## config.mk

```make
export PLATFORM = sky130hd
export DESIGN_NAME = prt_pkt_ctrl
export DESIGN_NICKNAME = d
export VERILOG_FILES = /design/src/rtl/prt_pkg.sv /design/src/rtl/prt_inv_arb.sv /design/src/rtl/prt_pkt_ctrl.sv
export SDC_FILE = /design/constraint.sdc
export NUM_CORES = 1
export LEC_CHECK = 0
export CELL_PAD_IN_SITES_DETAIL_PLACEMENT = 0
export CELL_PAD_IN_SITES_GLOBAL_PLACEMENT = 2
export CORE_UTILIZATION = 40
export CTS_CLUSTER_SIZE = 28
export DETAILED_ROUTE_END_ITERATION = 7
export PLACE_DENSITY = 0.87
export SYNTH_ARGS = -nofsm -noshare
export SYNTH_HDL_FRONTEND = slang
export SYNTH_SLANG_ARGS = --single-unit
```

## constraint.sdc

```tcl
create_clock -name CLK -period 5.4 [get_ports CLK]
set_input_delay 0.54 -clock CLK [delete_from_list [all_inputs] [get_ports CLK]]
set_output_delay 0.54 -clock CLK [all_outputs]
set_load 0.01 [all_outputs]
```

## src/rtl/prt_pkg.sv

```systemverilog
// Shared defaults, derived widths and FSM state encodings for the PRT packet controller.
package prt_pkg;

   localparam int DATA_WIDTH_DEF = 8;
   localparam int MEM_DEPTH_DEF  = 1518;
   localparam int NUM_SLOTS_DEF  = 10;
   localparam int SLOT_W_DEF     = $clog2(NUM_SLOTS_DEF);
   localparam int LEN_W_DEF      = $clog2(MEM_DEPTH_DEF + 1);

   // Bit of the PRT read entry that flags the byte as valid (sits above the data byte).
   localparam int RE_VALID_BIT   = DATA_WIDTH_DEF;

   typedef enum logic [2:0] {
      W_IDLE, W_ALLOC, W_DATA, W_FIN, W_NOTIFY, W_DINV
   } wr_state_t;

   typedef enum logic [2:0] {
      R_IDLE, R_START, R_REQ, R_CAP, R_OUT, R_INV
   } rd_state_t;

endpackage

```

## src/rtl/prt_inv_arb.sv

```systemverilog
// Two-requester fixed-priority arbiter for the single PRT invalidate port.
// The hi requester (read path) always wins; nothing is granted while the port is not ready.
module prt_inv_arb
   import prt_pkg::*;
#(
   parameter int SLOT_W = SLOT_W_DEF
) (
   input  logic              hi_req,
   input  logic [SLOT_W-1:0] hi_slot,
   input  logic              lo_req,
   input  logic [SLOT_W-1:0] lo_slot,
   input  logic              inv_rdy,
   output logic              hi_gnt,
   output logic              lo_gnt,
   output logic              inv_en,
   output logic [SLOT_W-1:0] inv_slot
);

   // Pick the winner and steer its slot onto the shared port.
   always_comb begin
      hi_gnt   = 1'b0;
      lo_gnt   = 1'b0;
      inv_en   = 1'b0;
      inv_slot = '0;
      if (inv_rdy && hi_req) begin
         hi_gnt   = 1'b1;
         inv_en   = 1'b1;
         inv_slot = hi_slot;
      end else if (inv_rdy && lo_req) begin
         lo_gnt   = 1'b1;
         inv_en   = 1'b1;
         inv_slot = lo_slot;
      end
   end

endmodule

```

## src/rtl/prt_pkt_ctrl.sv

```systemverilog
// Sequencing controller in front of the PRT packet buffer: stores ingress packets into
// PRT slots, reports them to the classifier, and on a verdict streams them out or drops them.
module prt_pkt_ctrl
   import prt_pkg::*;
#(
   parameter  int DATA_WIDTH = DATA_WIDTH_DEF,
   parameter  int MEM_DEPTH  = MEM_DEPTH_DEF,
   parameter  int NUM_SLOTS  = NUM_SLOTS_DEF,
   localparam int SLOT_W     = $clog2(NUM_SLOTS),
   localparam int LEN_W      = $clog2(MEM_DEPTH + 1)
) (
   input  logic                  CLK,
   input  logic                  RST_N,
   input  logic                  in_valid,
   output logic                  in_ready,
   input  logic [DATA_WIDTH-1:0] in_data,
   input  logic                  in_last,
   output logic                  done_valid,
   input  logic                  done_ready,
   output logic [SLOT_W-1:0]     done_slot,
   output logic [LEN_W-1:0]      done_len,
   input  logic                  verdict_valid,
   output logic                  verdict_ready,
   input  logic [SLOT_W-1:0]     verdict_slot,
   input  logic                  verdict_accept,
   output logic                  out_valid,
   input  logic                  out_ready,
   output logic [DATA_WIDTH-1:0] out_data,
   output logic                  out_last,
   output logic                  err_bad_verdict,
   output logic                  err_short_read,
   output logic                  prt_EN_start_writing,
   output logic                  prt_EN_write,
   output logic                  prt_EN_finish,
   output logic                  prt_EN_start_reading,
   output logic                  prt_EN_read,
   output logic                  prt_EN_invalidate,
   input  logic                  prt_RDY_start_writing,
   input  logic                  prt_RDY_write,
   input  logic                  prt_RDY_finish,
   input  logic                  prt_RDY_start_reading,
   input  logic                  prt_RDY_read,
   input  logic                  prt_RDY_invalidate,
   input  logic [SLOT_W-1:0]     prt_alloc_slot,
   output logic [DATA_WIDTH-1:0] prt_write_data,
   output logic [SLOT_W-1:0]     prt_read_slot,
   output logic [SLOT_W-1:0]     prt_inv_slot,
   input  logic [DATA_WIDTH:0]   prt_read_entry,
   input  logic                  prt_slot_free
);

   wr_state_t             w_state_reg, w_state_next;
   logic [SLOT_W-1:0]     w_slot_reg;
   logic [LEN_W-1:0]      w_len_reg;
   logic                  w_ovf_reg;
   logic                  w_full, w_beat, set_pend, w_inv_req, w_inv_gnt;

   rd_state_t             r_state_reg, r_state_next;
   logic [SLOT_W-1:0]     r_slot_reg;
   logic [LEN_W-1:0]      r_len_reg, r_cnt_reg;
   logic [DATA_WIDTH-1:0] r_data_reg;
   logic                  r_short_reg, r_inv_req, r_inv_gnt;
   logic                  v_take, v_hit, v_slot_ok;

   logic [NUM_SLOTS-1:0]  pending_reg, pend_set, pend_clr;
   logic [LEN_W-1:0]      len_table [NUM_SLOTS];
   logic                  run_reg, err_bad_reg, err_short_reg;

   // Beats past the buffer depth are swallowed rather than written.
   assign w_full    = (w_len_reg == LEN_W'(MEM_DEPTH));
   assign v_slot_ok = ({1'b0, verdict_slot} < (SLOT_W + 1)'(NUM_SLOTS));
   assign v_hit     = v_slot_ok && pending_reg[verdict_slot];

   assign done_slot       = w_slot_reg;
   assign done_len        = w_len_reg;
   assign out_data        = r_data_reg;
   assign out_last        = (r_state_reg == R_OUT) &&
                            (r_short_reg || (r_cnt_reg == r_len_reg - LEN_W'(1)));
   assign err_bad_verdict = err_bad_reg;
   assign err_short_read  = err_short_reg;

   // Write FSM next state and PRT write-side enables.
   always_comb begin
      w_state_next         = w_state_reg;
      in_ready             = 1'b0;
      prt_EN_start_writing = 1'b0;
      prt_EN_write         = 1'b0;
      prt_EN_finish        = 1'b0;
      prt_write_data       = '0;
      done_valid           = 1'b0;
      w_inv_req            = 1'b0;
      w_beat               = 1'b0;
      set_pend             = 1'b0;
      case (w_state_reg)
         W_IDLE: begin
            if (in_valid && prt_slot_free && prt_RDY_start_writing) begin
               prt_EN_start_writing = 1'b1;
               w_state_next         = W_ALLOC;
            end
         end
         W_ALLOC: w_state_next = W_DATA;
         W_DATA: begin
            in_ready = w_full ? 1'b1 : prt_RDY_write;
            w_beat   = in_valid && in_ready;
            if (w_beat && !w_full) begin
               prt_EN_write   = 1'b1;
               prt_write_data = in_data;
            end
            if (w_beat && in_last) w_state_next = W_FIN;
         end
         W_FIN: begin
            if (prt_RDY_finish) begin
               prt_EN_finish = 1'b1;
               if (w_ovf_reg || (w_len_reg == '0)) begin
                  w_state_next = W_DINV;
               end else begin
                  set_pend     = 1'b1;
                  w_state_next = W_NOTIFY;
               end
            end
         end
         W_NOTIFY: begin
            done_valid = 1'b1;
            if (done_ready) w_state_next = W_IDLE;
         end
         W_DINV: begin
            w_inv_req = 1'b1;
            if (w_inv_gnt) w_state_next = W_IDLE;
         end
         default: w_state_next = W_IDLE;
      endcase
   end

   // Write FSM state, latched slot, running length and overflow flag.
   always_ff @(posedge CLK or negedge RST_N) begin
      if (!RST_N) begin
         w_state_reg <= W_IDLE;
         w_slot_reg  <= '0;
         w_len_reg   <= '0;
         w_ovf_reg   <= 1'b0;
      end else begin
         w_state_reg <= w_state_next;
         if (w_state_reg == W_ALLOC) w_slot_reg <= prt_alloc_slot;
         if (prt_EN_start_writing) begin
            w_len_reg <= '0;
            w_ovf_reg <= 1'b0;
         end else if (w_beat) begin
            if (w_full) w_ovf_reg <= 1'b1;
            else        w_len_reg <= w_len_reg + LEN_W'(1);
         end
      end
   end

   // Read FSM next state, verdict intake and PRT read-side enables.
   always_comb begin
      r_state_next         = r_state_reg;
      verdict_ready        = 1'b0;
      v_take               = 1'b0;
      prt_EN_start_reading = 1'b0;
      prt_EN_read          = 1'b0;
      prt_read_slot        = '0;
      out_valid            = 1'b0;
      r_inv_req            = 1'b0;
      case (r_state_reg)
         R_IDLE: begin
            verdict_ready = run_reg;
            v_take        = verdict_valid && run_reg;
            if (v_take && v_hit) r_state_next = verdict_accept ? R_START : R_INV;
         end
         R_START: begin
            if (prt_RDY_start_reading) begin
               prt_EN_start_reading = 1'b1;
               prt_read_slot        = r_slot_reg;
               r_state_next         = R_REQ;
            end
         end
         R_REQ: begin
            if (prt_RDY_read) begin
               prt_EN_read  = 1'b1;
               r_state_next = R_CAP;
            end
         end
         R_CAP: r_state_next = R_OUT;
         R_OUT: begin
            out_valid = 1'b1;
            if (out_ready) r_state_next = out_last ? R_INV : R_REQ;
         end
         R_INV: begin
            r_inv_req = 1'b1;
            if (r_inv_gnt) r_state_next = R_IDLE;
         end
         default: r_state_next = R_IDLE;
      endcase
   end

   // Read FSM state, slot/length load on verdict, byte capture and error flags.
   always_ff @(posedge CLK or negedge RST_N) begin
      if (!RST_N) begin
         r_state_reg   <= R_IDLE;
         r_slot_reg    <= '0;
         r_len_reg     <= '0;
         r_cnt_reg     <= '0;
         r_data_reg    <= '0;
         r_short_reg   <= 1'b0;
         err_bad_reg   <= 1'b0;
         err_short_reg <= 1'b0;
         run_reg       <= 1'b0;
      end else begin
         run_reg     <= 1'b1;
         r_state_reg <= r_state_next;
         err_bad_reg <= v_take && !v_hit;
         if (v_take && v_hit) begin
            r_slot_reg  <= verdict_slot;
            r_len_reg   <= len_table[verdict_slot];
            r_cnt_reg   <= '0;
            r_short_reg <= 1'b0;
         end
         if (r_state_reg == R_CAP) begin
            r_data_reg <= prt_read_entry[DATA_WIDTH-1:0];
            if (!prt_read_entry[DATA_WIDTH]) begin
               r_short_reg   <= 1'b1;
               err_short_reg <= 1'b1;
            end
         end
         if ((r_state_reg == R_OUT) && out_ready && !out_last) r_cnt_reg <= r_cnt_reg + LEN_W'(1);
      end
   end

   // Per-slot set/clear decode for the pending bitmap.
   genvar gi;
   generate
      for (gi = 0; gi < NUM_SLOTS; gi++) begin : g_slot
         assign pend_set[gi] = set_pend && (w_slot_reg == SLOT_W'(gi));
         assign pend_clr[gi] = v_take && v_hit && (verdict_slot == SLOT_W'(gi));
      end
   endgenerate

   // Pending bitmap and length table; a slot is set by the writer and cleared by its verdict.
   always_ff @(posedge CLK or negedge RST_N) begin
      if (!RST_N) begin
         pending_reg <= '0;
         for (int i = 0; i < NUM_SLOTS; i++) len_table[i] <= '0;
      end else begin
         pending_reg <= (pending_reg & ~pend_clr) | pend_set;
         if (set_pend) len_table[w_slot_reg] <= w_len_reg;
      end
   end

   prt_inv_arb #(.SLOT_W(SLOT_W)) u_inv_arb (
      .hi_req   (r_inv_req),
      .hi_slot  (r_slot_reg),
      .lo_req   (w_inv_req),
      .lo_slot  (w_slot_reg),
      .inv_rdy  (prt_RDY_invalidate),
      .hi_gnt   (r_inv_gnt),
      .lo_gnt   (w_inv_gnt),
      .inv_en   (prt_EN_invalidate),
      .inv_slot (prt_inv_slot)
   );

endmodule

```

==> Yosys cells after proc, flatten, opt, wreduce, memory -nomap -nowiden <==
Index checks and enable logic that the tools add are counted.
{ "totals": {"register_bits": 180, "inputBits": 40, "out_inout_bits": 52, "wordCells": 199} }
{ "op_classes": {"n_addsub": 3, "n_lt_le_gt_ge": 5, "n_eq_ne": 41, "n_mux": 66, "bitwise_logic": 6, "n_reduce_logical": 54} }
{ "op_table": {"columns": ["cell", "n"], "rows": [
  ["bitwise mux 110 bit", 1],
  ["two-way mux 11 bit", 8],
  ["binary-select mux 11 bit (select 4 bit)", 1],
  ["demux 11 bit (select 4 bit)", 1],
  ["logical AND 1 bit", 36],
  ["two-way mux 3 bit", 12],
  ["one-hot mux 3 bit (6 select lines)", 2],
  ["two-way mux 1 bit", 34],
  ["== test 4 x 3 -> 1 bit, second input constant", 8],
  ["adder 11 x 1 -> 11 bit, second input constant", 2],
  ["!= test 2 bit, second input constant", 10],
  ["== test 4 x 2 -> 1 bit, second input constant", 4],
  ["== test 4 bit, second input constant", 4],
  ["two-way mux 4 bit", 4],
  ["two-way mux 8 bit", 2],
  ["== test 3 x 2 -> 1 bit, second input constant", 4],
  ["== test 3 bit, second input constant", 4],
  ["== test 11 bit", 1],
  ["== test 11 bit, second input constant", 1],
  ["logical NOT 11 bit", 1],
  ["subtractor 11 x 1 -> 11 bit, second input constant", 1],
  ["AND 10 bit", 1],
  [">= comparator 5 bit, second input constant", 2],
  ["inverter 10 bit", 1],
  ["17 further kinds", 30]
]} }

==> Longest topological paths before layout <==
Gate-level depths: netlist (run 1).
{ "depth": {"ltp_word": 8, "ltp_mapped": 11, "ltp_nobuf": 9} }

==> Modules after synthesis <==
Synthesis (run 1) repeated with hierarchy kept, for this count alone.
{ "hier_totals": {"hier_cells": 756, "area_unflattened_um2": 8818.5} }
{ "modules_own_cells": {"columns": ["module", "instances", "cells_per_inst", "area_each_um2", "seq_area_each_um2"], "rows": [
  ["prt_pkt_ctrl", 1, 747, 8744.6, 4504.3],
  ["prt_inv_arb", 1, 9, 73.8, 0.0]
]} }

==> Worst setup path before layout (run 1) <==
No wires, ideal clock.
{ "synth_timing": {"path_kind": "register to register", "start": "reg w_len_reg[0], in the netlist done_len[0]", "end": "reg len_table[13] in the netlist's numbering", "setup_time_ps": 125, "t_arrival_ps": 2788, "required_ps": 5275, "slack_ps": 2487, "path_stages_with_launch": 11, "path_buffers": 2, "synth_period_minus_slack_ps": 2913, "path_cell_list": "dfrtp_1 -> clkbuf_1 -> inv_1 -> ha_1 -> nor4b_1 -> a31oi_1 -> nand2_1 -> or3_1 -> nor3b_1 -> buf_2 -> mux2_2"} }
{ "synth_between": {"elab_chain_cells": 5} }
{ "synth_rtl": {"columns": ["element", "line_no", "text"], "rows": [
  ["from (decl)", "prt_pkt_ctrl.sv:54", "logic [LEN_W-1:0] w_len_reg;"],
  ["from (signal assigned)", "prt_pkt_ctrl.sv:149", "else w_len_reg <= w_len_reg + LEN_W'(1);"],
  ["logical NOT 11 bit", "prt_pkt_ctrl.sv:114", "if (w_ovf_reg || (w_len_reg == '0)) begin"],
  ["logical OR 1 bit", "prt_pkt_ctrl.sv:114", null],
  ["two-way mux 1 bit", "prt_pkt_ctrl.sv:114", null],
  ["two-way mux 1 bit", "prt_pkt_ctrl.sv:112", "if (prt_RDY_finish) begin"],
  ["two-way mux 1 bit", "prt_pkt_ctrl.sv:94", "case (w_state_reg)"],
  ["to (signal, indexed assignment)", "prt_pkt_ctrl.sv:245", "if (set_pend) len_table[w_slot_reg] <= w_len_reg;"],
  ["to (decl)", "prt_pkt_ctrl.sv:66", "logic [LEN_W-1:0] len_table [NUM_SLOTS];"]
]} }
Every way passes these cells.
A chain may end at the register's enable or synchronous reset.

==> Final worst setup path (run 1) <==
{ "layout_timing": {"start": "reg r_len_reg[0]", "end": "out out_last"} }
{ "layout_between": {"elab_chain_cells": 4} }
{ "layout_rtl": {"columns": ["element", "line_no", "text"], "rows": [
  ["from (decl)", "prt_pkt_ctrl.sv:60", "logic [LEN_W-1:0] r_len_reg, r_cnt_reg;"],
  ["from (signal assigned)", "prt_pkt_ctrl.sv:214", "r_len_reg <= len_table[verdict_slot];"],
  ["subtractor 11 x 1 -> 11 bit", "prt_pkt_ctrl.sv:78", "(r_short_reg || (r_cnt_reg == r_len_reg - LEN_W'(1)));"],
  ["== test 11 bit", "prt_pkt_ctrl.sv:78", null],
  ["logical OR 1 bit", "prt_pkt_ctrl.sv:78", null],
  ["logical AND 1 bit", "prt_pkt_ctrl.sv:77", "assign out_last = (r_state_reg == R_OUT) &&"],
  ["to (decl)", "prt_pkt_ctrl.sv:29", "output logic out_last,"]
]} }
Every way passes these cells.

==> run summary, run 1 <==
Placed Area -> 9890 sq um
Max FFs per register -> 110
Fin. max-slew vios -> 0
Inst Count DP -> 1055
TritonCTS Buffers -> 17
GRT Overall Usage -> 20.8%
Unrepaired setup endpoints after global routing -> no
Vias per cell -> 5.66
Antenna viol nets, final -> 0
FMAX -> 251 MHz
Worst EP arrival -> 3440 ps
Reg2reg start -> done_len[0]
Max_cap viols -> 0
Tcrit/Tclk final -> 73.7%
Seq/Total Area, Yosys -> 51.2%
Syn Inst Count -> 735
Width of the die -> 150 um
Synthesized area per cell -> 12.0 sq um
Req. time, crit path -> 4860 ps
Final wirelength -> 21.8 mm
Num ports -> 92
Initial antenna violation count -> 0
Worst path max stage delay -> 540 ps
Post-detail-place hpwl -> 14.5 mm
Synth Warn # -> 0
Vias in the first global route -> 6545
Minimum clock period -> 3980 ps
Max clock buf depth -> 2
CTS tree -> built
Routed len/inst -> 20.0 um
Worst Hold Class -> input port to asynchronous set/reset pin
Clk_lat worst skew -> 440 ps
Worst setup EP type -> output pin
Critical path fanouts, max -> 6
Critical path class -> flip-flop to output pin
Setup bufs post-CTS -> 0
Final cell count without fillers -> 1087
Grt total ovfl -> 0
Syn_nets -> 780
Final Hold Fails -> 0
Slowest cell on crit path -> clkdlybuf4s50_1
Row Count -> 53
Placer Congestion -> 0.780
Status -> finished, final reports clean
Worst-path clk slew -> 80 ps
Share of layout cells above drive strength 1 -> 24.5%
CTS Root Cell -> clkbuf_16
Port bufs -> 91
Top-area cell type share of the netlist area -> 51.2%
Number of remaining DRC errors -> 0
Leakage -> 4.83 nW
Flops & latches, synth -> 180
Biggest register -> len_table
Setup crit start kind -> flip-flop
Worst ir drop on vdd -> 250 uV
TritonRoute pass-1 iters -> 5
Htree depth -> 4
Cell mode on critical path -> nor2_1
CP startpoint -> r_len_reg[0]
Post-synth EDFFs -> 0
Antenna Cells -> 0
Area added between synthesis and finish -> 19.6%
Filler cell count -> 1852
Pwr/cell area -> 381 nW/um^2
Largest net degree at the start of global routing -> 70
Via count -> 6149
Slew margin rel. -> 18.2%
Final count of negative-setup-slack endpoints -> 0
Clock sink count -> 180
Measured slew at the worst slew-check pin -> 1220 ps
Setup TNS Final -> 0 ps
Ranking of synthesized cells by area -> dfrtp_1 51%, mux2_2 15%, mux4_2 6.1%
Crit path cell chain -> inv_1, ha_1, nor3b_1, and3_2, o2111ai_1, a2111o_1, nor2_1, nor2_1, nor2_1, clkdlybuf4s50_1
Main synth FF type -> dfrtp_1
Die area -> 22600 sq um
Top cell types by occurrence after synthesis -> 180 x dfrtp_1, 115 x mux2_2, 53 x nand2_1, 43 x nor2_1, 36 x clkbuf_1
Number of cells on the worst reg-to-reg path -> 8
Cell taking the most area after synthesis -> dfrtp_1
R2R setup slack -> 1990 ps
Mapped Area -> 8800 sq um
Die Y -> 150 um
Design Area, Final -> 10500 sq um
Skew final -> 12.9 ps
Count leader, synth -> dfrtp_1
First-pass GRT wire length -> 35.6 mm
PostCTS Resize Cnt -> 0
Starting Density -> 41.3%
Post-synthesis cell type count -> 63
Fraction of registers with async set/reset -> 100%
Initial DRC count -> 396
Total Nets Final -> 844
Core area -> 21300 sq um
Hold_buf cts -> 0
Critical R2R Capture -> len_table[1]
-- report_power, final --
part,internal (mW),switching [mW]
logic,0.491,0.435
clock network,0.675,0.617
registers,1.55,0.236
-- critical path, delay by kind of cell, from the launching register on --
| kind | cells | cell delay [ps] |
|---|---|---|
| adders and majority gates | 1 | 180 |
| and+or+nand+nor | 5 | 1190 |
| buffers and inverters | 2 | 630 |
| DFF | 1 | 420 |
| AOI/OAI and AO/OA | 2 | 580 |
-- placed cells by master, fill, tap and decap left out, types with 3 or more instances in the layout --
master,Yosys,final
nor4_1,4,3
nand3_1,16,16
o31ai_1,6,6
nor3_1,10,9
and3_1,10,10
nor3b_1,11,11
nor2_1,43,43
a21oi_1,21,21
clkinv_8,0,5
o41ai_1,3,3
nand2b_1,14,14
inv_6,0,3
o21ai_0,23,23
a21o_1,11,11
mux4_2,24,24
mux2i_1,3,3
clkdlybuf4s50_1,0,89
a32oi_1,3,3
nand4_1,3,3
nand3b_1,4,4
or2_2,4,4
or3_1,5,5
nand2_1,53,53
xor2_1,14,14
xnor2_1,10,10
ha_1,5,5
clkbuf_16,0,17
a22o_1,9,9
nor2b_1,5,5
a222oi_1,11,11
dfrtp_1,180,180
buf_4,1,9
mux2_2,115,115
and2_1,14,14
inv_8,0,3
inv_1,10,10
-- cells by family (layout without fill, tap and decap cells) --
family / Yosys count / in the layout / share of synthesized area [%]
XOR/XNOR: 24 / 24 / 2.39
AND/OR/NAND/NOR: 210 / 210 / 12.5
flip-flops: 180 / 180 / 51.2
adder cells (fa/ha/maj): 5 / 5 / 0.711
buffers and inverters: 65 / 142 / 3.13
other: 1 / 1 / 0.0426
AO/OA/AOI/OAI: 108 / 108 / 8.82
multiplexers: 142 / 142 / 21.2
-- worst max-delay path by stage --
| stage | slack, ps | endpoint | depth (start not counted) |
|---|---|---|---|
| 5_1_grt | 1110 | out_last | 10 |
| 3_5_place_dp | 1810 | r_len_reg[9] | 9 |
| 2_1_floorplan | 2490 | len_table[13] | 10 |
| 6_report | 1420 | out_last | 10 |
| 4_1_cts | 1370 | out_last | 10 |
| 3_3_place_gp | 1890 | r_len_reg[5] | 9 |
-- final cells by class --
class	instances	area, sq um	area share (%)
sequential	180	4500	42.8
clock inverter	15	204	1.94
timing repair buffer	100	975	9.27
multi-input combinational	490	4030	38.3
clock buffer	17	425	4.04
inverter	10	37.5	0.357
tap	275	344	3.27
-- per-stage QoR --
stage | setup slack (ps) | hold slack (ps) | util [%] | total power, mW
6_report | 1420 | 40.2 | 49.4 | 4.01
5_1_grt | 1110 | 55.7 | 49.4 | 4.23
4_1_cts | 1370 | 46.2 | 49.4 | 4.05
3_5_place_dp | 1810 | 470 | 46.5 | 2.75
3_3_place_gp | 1890 | 459 | 46.5 | 2.71
2_1_floorplan | 2490 | 244 | - | 2.33
-- routing by layer --
metal	up-vias	part of all wire [%]	GRT usage (%)	wire length (um)
li1	2796	-	-	-
met1	3180	45	27.3	9740
met2	156	49	34.5	10800
met3	17	4.9	4.24	1080
met4	0	0.81	6.06	176
met5	-	0	0	0
(Power assumes the default switching activity.)
==> run 2, diff against run 1 <==
Settings changed: CORE_UTILIZATION 40 to 35, PLACE_DENSITY 0.87 to 0.81.
Clock period 5.4 ns to 3.4 ns, I/O delays scaled along.
==> run 2 against run 1 <==
Combinational power increased by 72%. Via count shrank 2.7%. Sequential cell count unchanged. Worst hold slack better by 230 ps. Sequential share of layout area down 0.97 points. Setup slack got worse by 1100 ps. Cell count up 6.5%. Utilization fell by 5.4 points. Global-route usage fell by 3.4 points. First-iteration DRC count shrank 27%. Clock power rose by 53%. Total power is 59% higher. Critical path type unchanged. Highest routed layer unchanged.
==> run summary, run 2 (synthesis gave the netlist of run 1 again) <==
Status -> finished, final reports clean (unchanged)
Worst setup EP type -> output pin (unchanged)
Switching portion of total power -> 31.6% (was 32.1%)
Internal -> 4.35 mW (was 2.72 mW)
GRT Overall Usage -> 17.4% (was 20.8%)
Clk_lat worst skew -> 440 ps (about the same)
Htree depth -> 4 (unchanged)
FMAX -> 322 MHz
Starting Density -> 36.0% (was 41.3%)
Final Hold Fails -> 0 (unchanged)
CTS tree -> built (unchanged)
Port bufs -> 91 (unchanged)
Antenna Cells -> 0 (unchanged)
Worst EP arrival -> 2770 ps (was 3440 ps)
Critical path class -> flip-flop to output pin (unchanged)
Total Nets Final -> 867 (was 844)
Design Area, Final -> 10800 sq um (was 10500 sq um)
Seq pwr share -> 43.9% (was 44.6%)
Initial antenna violation count -> 0 (unchanged)
Setup crit start kind -> flip-flop (unchanged)
TritonRoute pass-1 iters -> 5 (unchanged)
Worst Hold Class -> input port to flip-flop (was input port to asynchronous set/reset pin)
Clock share of power -> 31.1% (was 32.2%)
Max_cap viols -> 0 (unchanged)
Measured slew at the worst slew-check pin -> 857 ps (was 1220 ps)
Placer Congestion -> 0.775 (was 0.780)
Max clock buf depth -> 2 (unchanged)
Skew final -> 17.6 ps (was 12.9 ps)
Setup TNS Final -> 0 ps (unchanged)
Core area -> 24500 sq um (was 21300 sq um)
Largest net degree at the start of global routing -> 67 (was 70)
Unrepaired setup endpoints after global routing -> no (unchanged)
Pwr/cell area -> 591 nW/um^2 (was 381 nW/um^2)
Share of layout cells above drive strength 1 -> 26.9% (was 24.5%)
Number of remaining DRC errors -> 0 (unchanged)
Psw -> 2.01 mW (was 1.29 mW)
Width of the die -> 161 um (was 150 um)
Worst-path clk slew -> 70 ps (was 80 ps)
Tcrit/Tclk final -> 91.3%
Max FFs per register -> 110 (unchanged)
Filler cell count -> 2281 (was 1852)
Post-Place Setup Slack -> 73.0 ps (was 1810 ps)
Final count of negative-setup-slack endpoints -> 0 (unchanged)
Worst ir drop on vdd -> 294 uV (was 250 uV)
Final worst-path setup slack -> 295 ps (was 1420 ps)
WHS -> 271 ps (was 40.2 ps)
Most common cell after layout, fill and taps aside -> dfrtp_1 (unchanged)
First-pass GRT wire length -> 34.4 mm (was 35.6 mm)
TritonCTS Buffers -> 17 (unchanged)
Fin. max-slew vios -> 0 (unchanged)
Slew margin rel. -> 42.7% (was 18.2%)
Post-detail-place hpwl -> 14.3 mm (was 14.5 mm)
Final cell count without fillers -> 1158 (was 1087)
Final wirelength -> 21.4 mm (was 21.8 mm)
Critical path fanouts, max -> 6 (unchanged)
Vias per cell -> 5.17 (was 5.66)
Req. time, crit path -> 3060 ps (was 4860 ps)
Die area -> 25800 sq um (was 22600 sq um)
CTS Root Cell -> clkbuf_16 (unchanged)
Vias in the first global route -> 6119 (was 6545)
Antenna viol nets, final -> 0 (unchanged)
Area added between synthesis and finish -> 22.4% (was 19.6%)
Biggest register -> len_table (unchanged)
Gate power share -> 25.0% (was 23.1%)
Leakage -> 4.95 nW (was 4.83 nW)
Final core occ -> 44.0% (was 49.4%)
Minimum clock period -> 3110 ps
Routed len/inst -> 18.5 um (was 20.0 um)
Initial DRC count -> 290 (was 396)
Placed Area -> 10100 sq um (was 9890 sq um)
Die Y -> 161 um (was 150 um)
Final Power -> 6.37 mW (was 4.01 mW)
Grt total ovfl -> 0 (unchanged)
Row Count -> 57 (was 53)
Clock sink count -> 180 (unchanged)
Num ports -> 92 (unchanged)
Via count -> 5983 (was 6149)
Inst Count DP -> 1124 (was 1055)
Most frequent cells in the layout -> 179 x dfrtp_1, 115 x mux2_2, 88 x clkdlybuf4s50_1 (was 180 x dfrtp_1, 115 x mux2_2, 89 x clkdlybuf4s50_1)
[run 2: cell count changes in the layout (fill, tap and decap cells not counted), moves of 2 or more]
cell | previous run | this run
nor3b_1 | 11 | 9
clkinv_4 | 1 | 3
buf_4 | 9 | 29
buf_12 | 0 | 2
clkinv_8 | 5 | 2
[run 2: cell type report]
type	count	area (sq um)	area share, %
flip-flops and latches	180	4510	41.9
clock buffers	18	429	3.99
inverters	10	37.5	0.349
well taps	324	405	3.77
repair buffers	123	1170	10.9
clock inverters	13	160	1.49
multi-input cells	490	4050	37.7
[run 2: path summary, 6_finish.rpt]
check,from,end,slack [ps],cells after the start
setup / recovery,r_len_reg[2],out_last,290,8
hold / removal,verdict_slot[0],r_slot_reg[0],270,2
setup reg to reg,r_len_reg[2],r_cnt_reg[5],640,8
hold reg to reg,len_table[66],len_table[66],480,2
max in group asynchronous,RST_N,len_table[0],2170,3
min in group asynchronous,RST_N,out_data[2],490,2
[run 2: power by group through the flow]
stage,Combinational (mW),Clock (mW),Sequential (mW)
2_1_floorplan,0.983,0,2.72
3_3_place_gp,1.58,0,2.83
3_5_place_dp,1.58,0,2.84
4_1_cts,1.61,2.02,2.80
5_1_grt,1.76,2.10,2.86
6_report,1.59,1.98,2.80
[run 2: layer usage]
| layer | vias to the layer above | track usage (%) | share of wire, % |
|---|---|---|---|
| li1 | 2844 | - | - |
| met1 | 3022 | 24.6 | 49 |
| met2 | 101 | 27.4 | 47 |
| met3 | 16 | 3.07 | 3.3 |
| met4 | 0 | 4.42 | 0.99 |
| met5 | - | 0 | 0 |
[run 2: what timing repair did]
item / CTS / global route
endpoints found under the setup margin: 1 / 0
resized for setup: 6 / 0
hold buffers: 1 / 0
buffers inserted: 2 / 0
endpoints found under the hold margin: 64 / 0
[run 2: worst max-delay path, cell delays in order, from the launching register on]
cell           delay, ps
dfrtp_2              460
or4_4                560
nor3b_2              220
xnor2_1              100
a2111o_1             400
nor2_2               150
nor2_1                90
nor2_1                90
dlygate4sd2_1        270
==> run 3, diff against run 2 <==
Settings changed: CAP_MARGIN set to 5, CORE_UTILIZATION 35 to 40, PLACE_DENSITY 0.81 to 0.88, SYNTH_HIERARCHICAL set to 1.
Clock period 3.4 ns to 3.6 ns, I/O delays scaled along.
==> run 3 against run 2 <==
Sequential cell count is the same. Design area decreased by 0.56%. Clock-buffer cell count unchanged. Setup slack worse by 59 ps. Die area down 12%. Combinational power grew 6%. Clock power is 7% lower. Area after synthesis grew 0.24%. Routed wire length grew 2.1%. Clock skew decreased by 4.9 ps. Cell count shrank 2.1%. Largest cell class unchanged. Highest routed layer unchanged.
==> run summary, run 3 <==
Biggest register -> len_table (unchanged)
Port bufs -> 91 (unchanged)
Hold Path Depth -> 3 (was 2)
Row Count -> 53 (was 57)
CTS tree -> built (unchanged)
Max_cap viols -> 0 (unchanged)
Measured slew at the worst slew-check pin -> 833 ps (was 857 ps)
Syn Inst Count -> 756 (was 735)
Worst ir drop on vdd -> 332 uV (was 294 uV)
Cell taking the most area after synthesis -> dfrtp_1 (unchanged)
Share of layout cells above drive strength 1 -> 24.2% (was 26.9%)
Initial DRC count -> 236 (was 290)
WHS Endpoint -> r_slot_reg[0] (unchanged)
First-pass GRT wire length -> 35.3 mm (was 34.4 mm)
Post-synth EDFFs -> 0 (unchanged)
Slew margin rel. -> 43.7% (was 42.7%)
Top-area cell type share of the netlist area -> 51.1% (was 51.2%)
Number of remaining DRC errors -> 0 (unchanged)
Flops & latches, synth -> 180 (unchanged)
Clk_lat worst skew -> 440 ps (about the same)
Final Hold Fails -> 0 (unchanged)
Syn_nets -> 801 (was 780)
Worst Hold Class -> input port to flip-flop (unchanged)
Fin. max-slew vios -> 0 (unchanged)
Req. time, crit path -> 3240 ps (was 3060 ps)
Unrepaired setup endpoints after global routing -> no (unchanged)
Antenna Cells -> 0 (unchanged)
GRT Overall Usage -> 20.7% (was 17.4%)
Starting Density -> 41.4% (was 36.0%)
Leakage -> 4.82 nW (was 4.95 nW)
Via count -> 6254 (was 5983)
Gate power share -> 26.6% (was 25.0%)
Setup crit start kind -> flip-flop (unchanged)
Most frequent cells in the layout -> 180 x dfrtp_1, 114 x mux2_2, 89 x clkdlybuf4s50_1 (was 179 x dfrtp_1, 115 x mux2_2, 88 x clkdlybuf4s50_1)
R2R setup slack -> 620 ps (was 640 ps)
Skew final -> 12.7 ps (was 17.6 ps)
Ranking of synthesized cells by area -> dfrtp_1 51%, mux2_2 15%, mux4_2 5.6% (was dfrtp_1 51%, mux2_2 15%, mux4_2 6.1%)
Minimum clock period -> 3360 ps
Worst path max stage delay -> 530 ps (was 560 ps)
Worst setup EP type -> output pin (unchanged)
Main synth FF type -> dfrtp_1 (unchanged)
Psw -> 2.14 mW (was 2.01 mW)
Critical R2R Capture -> len_table[93] (was r_cnt_reg[5])
Top cell types by occurrence after synthesis -> 180 x dfrtp_1, 114 x mux2_2, 67 x nand2_1, 48 x nor2_1, 37 x o21ai_0 (was 180 x dfrtp_1, 115 x mux2_2, 53 x nand2_1, 43 x nor2_1, 36 x clkbuf_1)
Slowest cell on crit path -> clkdlybuf4s50_1 (was or4_4)
Crit path cell chain -> inv_1, ha_1, nor2b_2, nand4_1, o41ai_1, nor3_1, a221oi_2, and2_1, clkdlybuf4s50_1 (was or4_4, nor3b_2, xnor2_1, a2111o_1, nor2_2, nor2_1, nor2_1, dlygate4sd2_1)
Internal -> 4.17 mW (was 4.35 mW)
Critical path fanouts, max -> 7 (was 6)
Final wirelength -> 21.9 mm (was 21.4 mm)
Hold Startpoint -> verdict_slot[0] (unchanged)
Mapped Area -> 8820 sq um (was 8800 sq um)
Antenna viol nets, final -> 0 (unchanged)
Setup bufs post-CTS -> 0 (was 2)
Worst-path clk slew -> 70 ps (about the same)
Worst EP arrival -> 3000 ps (was 2770 ps)
Synth Warn # -> 6 (was 0)
Filler cell count -> 1875 (was 2281)
TritonCTS Buffers -> 17 (unchanged)
Core area -> 21300 sq um (was 24500 sq um)
Clock share of power -> 29.1% (was 31.1%)
Post-synthesis cell type count -> 61 (was 63)
Total Nets Final -> 891 (was 867)
Max FFs per register -> 110 (unchanged)
Final Power -> 6.30 mW (was 6.37 mW)
Initial antenna violation count -> 0 (unchanged)
Num ports -> 92 (unchanged)
Grt total ovfl -> 0 (unchanged)
Die Y -> 150 um (was 161 um)
Vias per cell -> 5.51 (was 5.17)
Switching portion of total power -> 33.9% (was 31.6%)
Count leader, synth -> dfrtp_1 (unchanged)
Largest net degree at the start of global routing -> 88 (was 67)
Setup TNS Final -> 0 ps (unchanged)
Status -> finished, final reports clean (unchanged)
Post-detail-place hpwl -> 14.7 mm (was 14.3 mm)
Number of cells on the worst reg-to-reg path -> 9 (was 8)
CTS Root Cell -> clkbuf_16 (unchanged)
Pwr/cell area -> 589 nW/um^2 (was 591 nW/um^2)
Final count of negative-setup-slack endpoints -> 0 (unchanged)
Synthesized area per cell -> 11.7 sq um (was 12.0 sq um)
FMAX -> 297 MHz
Width of the die -> 150 um (was 161 um)
Seq pwr share -> 44.3% (was 43.9%)
Clock sink count -> 180 (unchanged)
TritonRoute pass-1 iters -> 5 (unchanged)
Final cell count without fillers -> 1134 (was 1158)
Area added between synthesis and finish -> 21.4% (was 22.4%)
Reg2reg start -> done_len[1] (was r_len_reg[2])
Inst Count DP -> 1101 (was 1124)
Routed len/inst -> 19.3 um (was 18.5 um)
Most common cell after layout, fill and taps aside -> dfrtp_1 (unchanged)
Die area -> 22600 sq um (was 25800 sq um)
Placer Congestion -> 0.838 (was 0.775)
Tcrit/Tclk final -> 93.5%
Vias in the first global route -> 6535 (was 6119)
Htree depth -> 4 (unchanged)
Max clock buf depth -> 2 (unchanged)
Fraction of registers with async set/reset -> 100% (unchanged)
Seq/Total Area, Yosys -> 51.1% (was 51.2%)
Critical path class -> flip-flop to output pin (unchanged)
## run 3: cell type report
class | count | area (sq um) | area share, %
Clock buffer | 18 | 429 | 4.01
Clock inverter | 14 | 156 | 1.46
Inverter | 10 | 37.5 | 0.351
Multi-Input combinational cell | 520 | 4100 | 38.3
Sequential cell | 180 | 4500 | 42.1
Tap cell | 275 | 344 | 3.21
Timing Repair Buffer | 117 | 1130 | 10.6
## run 3: logic make-up after synthesis
group	after synthesis	share of synthesized area, %
simple gates	224	12.7
flops	180	51.1
mux	155	22.3
compound gates	110	8.05
buf+inv	56	2.60
xor+xnor	25	2.48
fa+ha+maj	5	0.709
other cells	1	0.0425
## run 3: layer usage
layer,up-vias,routed length [um],share of wire [%],track usage (%)
met1,3210,10100,46,27.5
met4,0,386,1.8,6.92
met3,29,594,2.7,3.52
met2,110,10700,49,34.1
met5,-,0,0,0
li1,2905,-,-,-
## run 3: power groups by stage
stage / Sequential (mW) / Clock (mW) / Combinational, mW
3_3_place_gp: 2.79 / 0 / 1.64
2_1_floorplan: 2.66 / 0 / 1.11
4_1_cts: 2.79 / 1.89 / 1.69
6_report: 2.79 / 1.84 / 1.68
5_1_grt: 2.85 / 1.97 / 1.85
3_5_place_dp: 2.82 / 0 / 1.67
## run 3: worst max-delay path: cells and delay by family, from the launching register on
| kind | cells | cell delay (ps) |
|---|---|---|
| DFF | 1 | 450 |
| AOI/OAI and AO/OA | 2 | 560 |
| buffers and inverters | 2 | 640 |
| adders and majority gates | 1 | 220 |
| and+or+nand+nor | 4 | 690 |
## run 3: timing repair
action,4_1_cts,5_1_grt
hold buffers,1,0
hold endpoints to repair,4,0
setup endpoints to repair,1,1
resized for setup,1,1
## run 3: worst max path at each step
stage,endpoint,cells past startpoint,slack (ps),from
after floorplan,len_table[89],9,870,done_len[0]
after global placement,out_last,9,590,r_len_reg[0]
after detailed placement,out_last,9,430,r_len_reg[0]
after CTS,out_last,9,120,r_len_reg[0]
after global routing,out_last,9,7,r_len_reg[0]
final,out_last,9,240,r_len_reg[0]
## run 3: metrics by stage
step	hold WS [ps]	area [sq um]	worst slack [ps]	utilization, %
floorplan	64.4	8820	874	-
finish	320	10700	236	50.3
CTS	305	10700	122	50.3
global route	336	10700	6.67	50.3
detailed placement	463	10100	431	47.5
global placement	452	10100	590	47.5
